### src/rtl/sum_divider_pkg.sv
// Shared definitions for sum_normalizing_divider: FSM states, default widths,
// iteration count / counter width derivation and quotient limit helpers.
package sum_divider_pkg;

    localparam int WORK_W = 24;
    localparam int QUOT_W = 16;
    localparam int QUOT_F = 15;

    typedef enum logic [1:0] {
        S_IDLE,
        S_LOAD,
        S_DIVIDE,
        S_FINISH
    } state_t;

    // One quotient bit per dividend bit of |N|*2^qf.
    function automatic int iter_count(int ww, int qf);
        return ww + qf;
    endfunction

    function automatic int cnt_width(int iter);
        return $clog2(iter + 1);
    endfunction

    function automatic longint unsigned quot_max(int qw);
        return (64'd1 << (qw - 1)) - 64'd1;
    endfunction

    function automatic longint unsigned quot_min_mag(int qw);
        return 64'd1 << (qw - 1);
    endfunction

endpackage

### src/rtl/restoring_div_core.sv
// Unsigned restoring long-division core, one quotient bit per step.
// Ports: clk, rst_n, i_load/i_dividend/i_divisor start, i_step advance,
// o_quot result magnitude, o_last high during the final step.
module restoring_div_core #(
    parameter int DW = 39,
    parameter int VW = 24,
    parameter int CW = 6
) (
    input  logic          clk,
    input  logic          rst_n,
    input  logic          i_load,
    input  logic          i_step,
    input  logic [DW-1:0] i_dividend,
    input  logic [VW-1:0] i_divisor,
    output logic [DW-1:0] o_quot,
    output logic          o_last
);

    logic [VW-1:0] r_rem;
    logic [VW-1:0] r_div;
    logic [DW-1:0] r_quo;
    logic [CW-1:0] r_cnt;

    logic [VW:0]   w_trial;
    logic [VW:0]   w_diff;
    logic          w_ge;

    // r_quo shifts dividend bits out of the top while quotient bits enter below.
    assign w_trial = {r_rem, r_quo[DW-1]};
    assign w_diff  = w_trial - {1'b0, r_div};
    assign w_ge    = ~w_diff[VW];

    always_ff @(posedge clk or negedge rst_n) begin
        if (!rst_n) begin
            r_rem <= '0;
            r_div <= '0;
            r_quo <= '0;
            r_cnt <= '0;
        end else if (i_load) begin
            r_rem <= '0;
            r_div <= i_divisor;
            r_quo <= i_dividend;
            r_cnt <= CW'(DW);
        end else if (i_step && (r_cnt != '0)) begin
            r_rem <= w_ge ? w_diff[VW-1:0] : w_trial[VW-1:0];
            r_quo <= {r_quo[DW-2:0], w_ge};
            r_cnt <= r_cnt - CW'(1);
        end
    end

    assign o_quot = r_quo;
    assign o_last = (r_cnt == CW'(1));

endmodule

### src/rtl/sum_normalizing_divider.sv
// Signed fixed-point divider: numerator / sumForDivision over valid/ready.
// Ports: clk, reset (async, active-low), numerator, sumForDivision, in_valid,
// in_ready, quotient, out_valid, div_by_zero, overflow.
// Define SUM_DIVIDER_SATURATION_EN to clamp out-of-range results.
module sum_normalizing_divider
    import sum_divider_pkg::*;
#(
    parameter int workingBitSize = WORK_W,
    parameter int quotBitSize    = QUOT_W,
    parameter int quotFracSize   = QUOT_F
) (
    input  logic                      clk,
    input  logic                      reset,
    input  logic [workingBitSize-1:0] numerator,
    input  logic [workingBitSize-1:0] sumForDivision,
    input  logic                      in_valid,
    output logic                      in_ready,
    output logic [quotBitSize-1:0]    quotient,
    output logic                      out_valid,
    output logic                      div_by_zero,
    output logic                      overflow
);

    localparam int WW   = workingBitSize;
    localparam int QW   = quotBitSize;
    localparam int ITER = iter_count(WW, quotFracSize);
    localparam int CW   = cnt_width(ITER);

    localparam logic [WW-1:0] ONE_W = WW'(1);
    localparam logic [QW-1:0] ONE_Q = QW'(1);
    localparam logic [QW-1:0] Q_MAX = QW'(quot_max(QW));
    localparam logic [QW-1:0] Q_MIN = {1'b1, {(QW-1){1'b0}}};

    state_t          r_state;
    state_t          w_next;
    logic [WW-1:0]   r_num;
    logic [WW-1:0]   r_den;
    logic            r_neg;
    logic            r_zero_den;
    logic [QW-1:0]   r_quot;
    logic            r_valid;
    logic            r_dbz;

    logic            w_xfer;
    logic            w_load;
    logic            w_step;
    logic            w_last;
    logic [WW-1:0]   w_abs_n;
    logic [WW-1:0]   w_abs_d;
    logic [ITER-1:0] w_mag;
    logic [QW-1:0]   w_wrap;
    logic [QW-1:0]   w_q;

    assign w_xfer = in_valid && (r_state == S_IDLE);

    // WW bits suffice: |most negative| reads correctly as unsigned.
    assign w_abs_n = r_num[WW-1] ? (~r_num + ONE_W) : r_num;
    assign w_abs_d = r_den[WW-1] ? (~r_den + ONE_W) : r_den;

    always_comb begin
        w_next = r_state;
        w_load = 1'b0;
        w_step = 1'b0;
        unique case (r_state)
            S_IDLE: begin
                if (in_valid) w_next = S_LOAD;
            end
            S_LOAD: begin
                if (r_den == '0) begin
                    w_next = S_FINISH;
                end else begin
                    w_load = 1'b1;
                    w_next = S_DIVIDE;
                end
            end
            S_DIVIDE: begin
                w_step = 1'b1;
                if (w_last) w_next = S_FINISH;
            end
            S_FINISH: begin
                w_next = S_IDLE;
            end
            default: w_next = S_IDLE;
        endcase
    end

    restoring_div_core #(
        .DW (ITER),
        .VW (WW),
        .CW (CW)
    ) u_core (
        .clk        (clk),
        .rst_n      (reset),
        .i_load     (w_load),
        .i_step     (w_step),
        .i_dividend ({w_abs_n, {quotFracSize{1'b0}}}),
        .i_divisor  (w_abs_d),
        .o_quot     (w_mag),
        .o_last     (w_last)
    );

    assign w_wrap = r_neg ? (~w_mag[QW-1:0] + ONE_Q) : w_mag[QW-1:0];

`ifdef SUM_DIVIDER_SATURATION_EN
    localparam logic [ITER-1:0] MAG_MAX = ITER'(quot_max(QW));
    localparam logic [ITER-1:0] MAG_MIN = ITER'(quot_min_mag(QW));

    logic w_ovf;
    logic r_ovf;

    always_comb begin
        w_q   = '0;
        w_ovf = 1'b0;
        if (r_zero_den) begin
            if (r_num[WW-1]) w_q = Q_MIN;
            else if (|r_num) w_q = Q_MAX;
        end else if (!r_neg && (w_mag > MAG_MAX)) begin
            w_q   = Q_MAX;
            w_ovf = 1'b1;
        end else if (r_neg && (w_mag > MAG_MIN)) begin
            w_q   = Q_MIN;
            w_ovf = 1'b1;
        end else begin
            w_q = w_wrap;
        end
    end

    always_ff @(posedge clk or negedge reset) begin
        if (!reset) begin
            r_ovf <= 1'b0;
        end else if (r_state == S_FINISH) begin
            r_ovf <= w_ovf;
        end
    end

    assign overflow = r_ovf;
`else
    // High magnitude bits only matter to the range check, which is absent.
    logic w_unused_hi;
    assign w_unused_hi = |w_mag[ITER-1:QW];

    always_comb begin
        w_q = w_wrap;
        if (r_zero_den) begin
            w_q = '0;
            if (r_num[WW-1]) w_q = Q_MIN;
            else if (|r_num) w_q = Q_MAX;
        end
    end

    assign overflow = 1'b0;
`endif

    always_ff @(posedge clk or negedge reset) begin
        if (!reset) begin
            r_state    <= S_IDLE;
            r_num      <= '0;
            r_den      <= '0;
            r_neg      <= 1'b0;
            r_zero_den <= 1'b0;
            r_quot     <= '0;
            r_valid    <= 1'b0;
            r_dbz      <= 1'b0;
        end else begin
            r_state <= w_next;
            r_valid <= (r_state == S_FINISH);
            if (w_xfer) begin
                r_num <= numerator;
                r_den <= sumForDivision;
            end
            if (r_state == S_LOAD) begin
                r_neg      <= r_num[WW-1] ^ r_den[WW-1];
                r_zero_den <= (r_den == '0);
            end
            if (r_state == S_FINISH) begin
                r_quot <= w_q;
                r_dbz  <= r_zero_den;
            end
        end
    end

    assign in_ready    = (r_state == S_IDLE);
    assign quotient    = r_quot;
    assign out_valid   = r_valid;
    assign div_by_zero = r_dbz;

endmodule

### config.mk
export PLATFORM = sky130hd
export DESIGN_NAME = sum_normalizing_divider
export DESIGN_NICKNAME = d
export VERILOG_FILES = /design/src/rtl/sum_divider_pkg.sv /design/src/rtl/restoring_div_core.sv /design/src/rtl/sum_normalizing_divider.sv
export SDC_FILE = /design/constraint.sdc
export NUM_CORES = 1
export LEC_CHECK = 0
export ABC_AREA = 1
export CELL_PAD_IN_SITES_DETAIL_PLACEMENT = 2
export CELL_PAD_IN_SITES_GLOBAL_PLACEMENT = 2
export CORE_MARGIN = 3
export CORE_UTILIZATION = 38
export CTS_BUF_LIST = sky130_fd_sc_hd__clkbuf_8
export CTS_CLUSTER_DIAMETER = 200
export DETAILED_ROUTE_END_ITERATION = 8
export PLACE_DENSITY = 0.84
export SETUP_SLACK_MARGIN = 0.1
export SLEW_MARGIN = 20
export SYNTH_ARGS = -nofsm -noshare
export SYNTH_HDL_FRONTEND = slang
export SYNTH_SLANG_ARGS = --single-unit
### constraint.sdc
create_clock -name clk -period 5.9 [get_ports clk]
set_clock_uncertainty 0.1 [all_clocks]
set_input_delay 0.885 -clock clk [delete_from_list [all_inputs] [get_ports clk]]
set_output_delay 0.885 -clock clk [all_outputs]
set_load 0.005 [all_outputs]
* Yosys cells after proc, flatten, opt, wreduce, memory -nomap -nowiden
Index checks and enable logic that the tools add are counted.
** Word-level totals
- Input bits :: 51
- Bits in registers :: 163
- Word-level logic and storage cells :: 56
- Output and inout port bits :: 20
** Cells by class
- Multiplexer cells :: 20
- Add/subtract/negate cells :: 5
- Bitwise logic cells :: 5
- Reduce and logical (&&, ||, !) cells :: 8
- Eq/ne operators :: 6
** Operator list (number)
- $mux W24 :: 5
- $mux W39 :: 2
- $add A24 B1 Y24 const B :: 2
- $mux W16 :: 3
- $not A24 Y24 :: 2
- $sub A25 B24 Y25 :: 1
- $logic_not A24 Y1 :: 1
- $reduce_or A24 Y1 :: 1
- $add A16 B1 Y16 const B :: 1
- $not A16 Y16 :: 1
- $mux W15 :: 1
- $mux W6 :: 2
- $pmux W2 S4 :: 1
- $eq A6 B1 Y1 const B :: 1
- $reduce_bool A6 Y1 :: 1
- $sub A6 B1 Y6 const B :: 1
- $eq A2 B2 Y1 const B :: 2
- $mux W1 :: 4
- $mux W2 :: 2
- $eq A2 B1 Y1 const B :: 1
- $logic_and A1 B1 Y1 :: 2
- $logic_not A2 Y1 :: 1
- $ne A2 B1 Y1 const B :: 1
- $ne A2 B2 Y1 const B :: 1
- 4 further kinds :: 4

* Depth between registers and ports, before layout
Gate-level depths: netlist of run 1.
- Depth after elaboration :: 5
- Depth in mapped cells :: 17
- Gate-level depth less buffers :: 16

* By module
A second synthesis of run 1 with hierarchy kept.
** Unflattened totals
- Cell total of the unflattened synthesis :: 1415
- Area total of the unflattened synthesis :: 10289.9 um^2
** Modules (own cells, without submodules)
- restoring_div_core :: seq. area each 2327.2 um^2, times used 1, cells an instance 842, area each 5968.2 um^2
- sum_normalizing_divider :: seq. area each 1751.7 um^2, times used 1, cells an instance 573, area each 4321.6 um^2

* Least setup slack after synthesis of run 1
Ideal clock, no wire load.
- Kind :: register -> register
- From :: reg u_core.r_div[0]
- To :: reg u_core.r_rem[23]
- Setup time :: 0.116 ns
- Arrival time :: 1.925 ns
- Cell stages (with the launch flop) :: 16
- Buffers on the path :: 1
- Required time :: 5.684 ns
- Slack :: 3.759 ns
- Clock period less this slack :: 2.141 ns
- Cells stage by stage :: dfrtp_1 ha_1 fa_1 inv_1 nand2_1 nand2_1 nand3_1 nand2_2 nand2_2 nand3_2 nand2_2 nand2_4 buf_6 nand3_1 nand2_1 nand2_1
** On the way
- Cells in the longest elaborated chain, start to end :: 4
** RTL lines
- start: declaration :: RTL line restoring_div_core.sv:20 : logic [VW-1:0] r_div;
- start signal: assignment :: RTL line restoring_div_core.sv:41 : r_div <= i_divisor;
- $sub A25 B24 Y25 :: RTL line restoring_div_core.sv:30 : assign w_diff = w_trial - {1'b0, r_div};
- $mux W24 :: RTL line restoring_div_core.sv:45 : r_rem <= w_ge ? w_diff[VW-1:0] : w_trial[VW-1:0];
- $mux W24 :: RTL line restoring_div_core.sv:44 : end else if (i_step && (r_cnt != '0)) begin
- $mux W24 :: RTL line restoring_div_core.sv:39 : end else if (i_load) begin
- end signal: assignment :: RTL line restoring_div_core.sv:45
- end: declaration :: RTL line restoring_div_core.sv:19 : logic [VW-1:0] r_rem;
Every way passes these cells. The select of a mux whose other input is x is not followed.
A chain may end at the register's enable or synchronous reset.

* Worst setup path in the final report of run 1
- From :: reg r_den[23]
- To :: reg u_core.r_rem[23]
** On the way
- Cells in the longest elaborated chain, start to end :: 4
- Elaborated cells on any way between the ends :: 5
- Those cells by class :: 3 x mux; 2 x reduce/logical
** RTL lines
- start: declaration :: RTL line sum_normalizing_divider.sv:37 : logic [WW-1:0] r_den;
- start signal: assignment :: RTL line sum_normalizing_divider.sv:169 : r_den <= sumForDivision;
- $logic_not A24 Y1 * :: RTL line sum_normalizing_divider.sv:69 : if (r_den == '0) begin
- $mux W1 * :: RTL line sum_normalizing_divider.sv:69
- $mux W1 * :: RTL line sum_normalizing_divider.sv:64 : unique case (r_state)
- $mux W24 / $reduce_bool A2 Y1 (equally long branches)
Every way passes the cells marked *; elsewhere a longest branch is shown, timed or not.

==> metrics, run 1 <==
Placed Instances=1725; PortBufs=69; Die H=approximately 170 um; cell count after synthesis=1366; startpoint types=register; CP max stage cell=inv_2; largest net degree at the start of global routing=115; clock buffers created by TritonCTS=17; crit share post-route=61.9%; std cell rows=58; # IOs=71; CP bufs+invs=2; initial DRC count=about 470; initial antenna violation count=0; drt first pass iters=4; CP cell instances=inv_1 > nand3_1 > nor2_1 > nand3b_2 > nand2_4 > nand2_4 > inv_2 > nand2_2 > nand2_1 > nand2_1 > nand2_1; Hold Worst Slack=0.406 ns; Worst Path Required=6.20 ns; syn_area_per_cell=7.28 sq um; sequential fraction of the synthesis area=41.0%; CTS HTree Levels=4; die width=approximately 170 um; Period minus WS final=between 3 and 4 ns; Max Freq=0.274 GHz; max-slew violation count=0; crit-path max FO=58; share of layout cells above drive strength 1=approximately 5.3%; # setup viols final=0; Place WS=2.37 ns; crit-path leading delay family=simple AND/OR/NAND/NOR gates; type of the worst min-delay path=register to register; Final Hold Vio Count=0; CTS resizes=0; peak supply drop=0.109 mV; Synth Register Bits=163; worst rel slew slack=32.6%; fillcell total=a little over 3000; ANT nets after route=0; Routed wire per std cell=19.1 um; status=complete, no violations; Layout Cells excl Fill=1757; clk slew on worst S/H paths=0.11 ns; Static Leakage=approximately 5.9 nW; Final #Nets=1500; vias in the first global route=10400; GPL Wtd Cong=0.792; Worst path max stage delay=0.75 ns; crit path DAT=3.95 ns; Via-to-Cell Ratio=between 5 and 6; count of cell types in the netlist=41; CTS hold repair buffers=0; CTS root buffer=clkbuf_8; setup TNS=0 ns; clock latency on the worst-skew pair=roughly 0.48 ns; DRT Wirelength=33.6 mm; global-route wire length before repair=56.1 mm; Worst-Margin Slew=between 1 and 1.5 ns; hpwl dp=24.4 mm; post-CTS setup buffers=0; effective utilization at floorplan=39.1%; max_cap viols=0; smallest setup slack after layout=~2.2 ns; synth-to-layout area growth=13.2%; clk sink count=163; vias=9400; Syn Std Cell Area=9950 sq um; RSZ-0062 raised after global routing=no; GRT Util Overall=roughly 25%; Core Box Area=25500 sq um; Setup CP Type=register to register; Mapped Nets=around 1500; Antenna Cells=0; Clock Tree Buf Depth=2; grt total ovfl=0; # DRC=0; die area=28200 sq um; CTS tree=yes; power per standard cell area=182 nW/um^2; crit path capture type=register; Critical Path Most Common Cell=nand2_1; YS warnings=0
==> stage by stage <==
step           utilization (%)  total power [mW]  instance area (sq um)
2_1_floorplan                -              1.14                   9950
3_3_place_gp              42.6              1.20                  10900
3_5_place_dp              42.6              1.20                  10900
4_1_cts                   44.2              2.07                  11300
5_1_grt                   44.2              2.12                  11300
6_report                  44.2              2.05                  11300
==> state kept, by name, indices dropped and copies added, names as in the netlist <==
register	count
out_valid	1
r_den	24
r_state	2
u_core.r_cnt	6
div_by_zero	1
u_core.r_rem	24
u_core.r_div	24
r_num	24
r_neg	1
quotient	16
u_core.o_quot	39
r_zero_den	1
==> synth_stat cells, drive strengths merged <==
| library cell | number | area share, % |
|---|---|---|
| and2 | 4 | 0.25 |
| mux2 | 10 | 1.1 |
| nand3 | 114 | 5.8 |
| dfrtp | 163 | 41 |
| nor4 | 3 | 0.19 |
| o21ai | 60 | 3.0 |
| a21oi | 86 | 4.4 |
| a21o | 3 | 0.23 |
| nand4 | 17 | 1.2 |
| xor2 | 27 | 2.4 |
| o211ai | 15 | 1.1 |
| nor2 | 141 | 5.5 |
| fa | 1 | 0.20 |
| conb | 1 | 0.038 |
| nand2 | 383 | 15 |
| buf | 22 | 1.5 |
| a31oi | 1 | 0.063 |
| ha | 34 | 4.3 |
| o22ai | 14 | 0.88 |
| o31ai | 3 | 0.23 |
| inv | 197 | 7.4 |
| o21bai | 3 | 0.23 |
| or2 | 2 | 0.13 |
| clkbuf | 23 | 0.87 |
| o221ai | 11 | 0.97 |
| xnor2 | 12 | 1.1 |
| nand3b | 7 | 0.57 |
| a22oi | 1 | 0.075 |
| nor3 | 8 | 0.40 |
==> kinds of logic (layout without fill, tap and decap cells) <==
kind of cell               count (synthesis)  in the layout  synth area share [%]
and+or+nand+nor                          679            679                  28.9
buffers and inverters                    242            303                  9.81
muxes                                     10             10                  1.13
xor gates and xnor gates                  39             39                  3.43
DFF                                      163            163                  41.0
other                                      1              1                0.0377
adders and majority gates                 35             35                  4.48
AOI/OAI and AO/OA                        197            197                  11.2
==> where the power goes <==
| part | internal (mW) | total, mW | leakage [nW] | switching, mW |
|---|---|---|---|---|
| logic | 0.0293 | 0.0571 | 3.65 | 0.0279 |
| clock network | 0.393 | 0.874 | 0.203 | 0.481 |
| registers | 1.12 | 1.12 | 2.07 | 0 |
==> cell type report <==
type / instances / area (sq um) / share of cell area (%)
Clock buffer: 18 / 248 / 2.20
Clock inverter: 14 / 153 / 1.36
Inverter: 197 / 739 / 6.57
Multi-Input combinational cell: 961 / 4900 / 43.5
Sequential cell: 163 / 4080 / 36.2
Tap cell: 330 / 413 / 3.67
Timing Repair Buffer: 74 / 732 / 6.50
==> path summary, 6_finish.rpt <==
| check | startpoint | endpoint | slack (ns) | cells past startpoint |
|---|---|---|---|---|
| min | u_core.r_div[11] | u_core.r_div[11] | 0.41 | 2 |
| max in group asynchronous | reset | u_core.o_quot[14] | 3.92 | 2 |
| min reg2reg | u_core.r_div[11] | u_core.r_div[11] | 0.41 | 2 |
| min in group asynchronous | reset | quotient[11] | 0.42 | 1 |
| max reg2reg | r_den[23] | u_core.r_rem[23] | 2.25 | 11 |
| max | r_den[23] | u_core.r_rem[23] | 2.25 | 11 |
==> metal layers <==
| layer | global-route usage (%) | share of wire [%] | up-vias |
|---|---|---|---|
| li1 | - | - | 4461 |
| met1 | 33.3 | 47 | 4762 |
| met2 | 41.8 | 49 | 130 |
| met3 | 2.65 | 2.3 | 47 |
| met4 | 6.83 | 2.0 | 0 |
| met5 | 0 | 0 | - |
==> tightest hold or removal path, cell delays in order (launching register included) <==
cell and delay (ns):
dfrtp_1 0.36, nand2_1 0.05, o21ai_0 0.06
==> layout by cell type (no fill, tap or decap), types with 15 or more instances in the layout <==
cell and count:
dfrtp_1 163, nand2_1 371, inv_1 195, a21oi_1 85
nand4_1 15, nor2_1 134, clkdlybuf4s50_1 68, nand3_1 113
xor2_1 27, o21ai_0 56, ha_1 34, clkbuf_8 19
o211ai_1 15
No activity file was read; power rests on OpenSTA's default activity.
==> run 2, diff against run 1 <==
- CORE_UTILIZATION: 38 -> 36
- PLACE_DENSITY: 0.84 -> 0.8
- clock period: 5.9 -> 3.7 ns (I/O delays scaled with it)
==> metrics, run 2 (synthesized netlist as in run 1, its figures left out) <==
Worst path max stage delay=0.61 ns; CTS root buffer=clkbuf_8; PortBufs=69; met1 usage=31.6%; Int Power=between 2 and 2.5 mW; GPL Wtd Cong=roughly 0.84; Die H=172 um; status=complete, no violations; clk sink count=163; Setup CP Type=register to register; # DRC=0; Max Freq=around 0.35 GHz; synth-to-layout area growth=13.9%; type of the worst min-delay path=register to register; Period minus WS final=2.87 ns; clock latency on the worst-skew pair=0.48 ns; startpoint types=register; largest net degree at the start of global routing=between 80 and 90; post-CTS setup buffers=0; grt total ovfl=0; Flop pwr share=54.8%; CP cell instances=inv_1 > nand3_1 > nor2_1 > nand3b_2 > nand2_4 > buf_4 > inv_2 > o211ai_1 > o221ai_1; # setup viols final=0; die area=29700 sq um; Clock power frac=roughly 42%; GRT Util Overall=22.6%; GRT met3 Usage=2.99%; Final #Nets=approximately 1500; Final Hold Vio Count=0; Layout Cells excl Fill=1776; worst rel slew slack=35.1%; global-route wire length before repair=between 50 and 60 mm; most common cell after layout, fill and taps aside=nand2_1; crit-path max FO=56; ANT nets after route=0; met2 usage=approximately two fifths; CTS HTree Levels=4; Static Leakage=just under 6 nW; vias=just over 9000; crit path DAT=3.10 ns; clock buffers created by TritonCTS=17; Routed wire per std cell=roughly 18 um; Worst-Margin Slew=a little under 1 ns; Final Instance Area=11300 sq um; Sw Pwr=0.849 mW; Final Util=a little over two fifths; commonest non-fill, non-tap cells in the layout=nand2_1, inv_1, dfrtp_1; # IOs=71; Placed Instances=~1700; CP max stage cell=dfrtp_1; hpwl dp=approximately 24 mm; drt first pass iters=4; share of layout cells above drive strength 1=5.78%; effective utilization at floorplan=between 30% and 40%; crit path capture type=register; Core Box Area=27000 sq um; crit share post-route=77.5%; max_cap viols=0; Sw Share=between 20% and 30%; max FFs per register=39; Comb pwr share=2.9%; CTS tree=yes; setup TNS=0 ns; std cell rows=60; Antenna Cells=0; power per standard cell area=between 200 and 300 nW/um^2; Worst Path Required=3.94 ns; clk slew on worst S/H paths=0.11 ns; vias in the first global route=10100; Pwr Total=3.25 mW; peak supply drop=approximately 0.22 mV; max-slew violation count=0; die width=172 um; Top Usage Layer GRT=met2; RSZ-0062 raised after global routing=no; Via-to-Cell Ratio=5.22; Placement Cell Area=roughly 11000 sq um; DRT Wirelength=~32 mm; Clock Tree Buf Depth=2; initial antenna violation count=0; initial DRC count=449
[run 2: changes by cell type in the layout (fill, tap and decap cells not counted)]
cell,before,now
inv_8,1,2
clkinv_4,4,1
buf_6,0,1
clkinvlp_4,2,3
clkinv_2,2,0
inv_6,2,6
dlygate4sd3_1,0,1
clkbuf_8,19,18
buf_4,5,11
bufinv_16,2,1
buf_12,0,1
[run 2: metal layers]
metal / part of all wire [%] / vias up
met5: 0 / -
met1: 48 / 4673
met3: 2.5 / 23
met2: 48 / 106
li1: - / 4469
met4: 0.88 / 0
[run 2: area by class of cell]
class                   count  area, sq um
fillers                  3212        15700
multi-input cells         961         4900
flip-flops and latches    163         4080
repair buffers             82          805
inverters                 197          739
well taps                 341          427
clock buffers              18          248
clock inverters            14          140
[run 2: final timing paths]
check,startpoint,end,slack [ns],depth (start not counted)
max reg2reg,r_den[23],u_core.o_quot[16],0.83,9
min,u_core.r_div[3],u_core.r_div[3],0.40,2
max,r_den[23],u_core.o_quot[16],0.83,9
min in group asynchronous,reset,quotient[9],0.46,2
min reg2reg,u_core.r_div[3],u_core.r_div[3],0.40,2
max in group asynchronous,reset,u_core.r_div[11],2.13,3
[run 2: per-stage QoR]
stage | hold WS [ns] | setup slack [ns]
after floorplan | 0.159 | 1.56
after global placement | 0.365 | 0.938
after detailed placement | 0.377 | 0.848
after CTS | 0.408 | 0.797
after global routing | 0.432 | 0.615
final | 0.400 | 0.834
[run 2: critical path, delay by kind of cell (launching register included)]
| kind | cells | cell delay, ns |
|---|---|---|
| buf+inv | 3 | 1.05 |
| simple gates | 4 | 0.56 |
| flops | 1 | 0.61 |
| compound gates | 2 | 0.38 |
[run 2: power groups by stage]
stage / Clock [mW] / Sequential [mW] / Combinational, mW
after floorplan: 0 / 1.82 / 0.00133
after global placement: 0 / 1.82 / 0.0963
after detailed placement: 0 / 1.82 / 0.0980
after CTS: 1.41 / 1.78 / 0.0993
after global routing: 1.48 / 1.78 / 0.106
final: 1.37 / 1.78 / 0.0949
[run 2: repair_timing]
item                                    in CTS  in global routing
endpoints found under the setup margin       0                  0
hold buffers                                 1                  0
endpoints found under the hold margin       40                  0
gates resized for setup                      0                  0
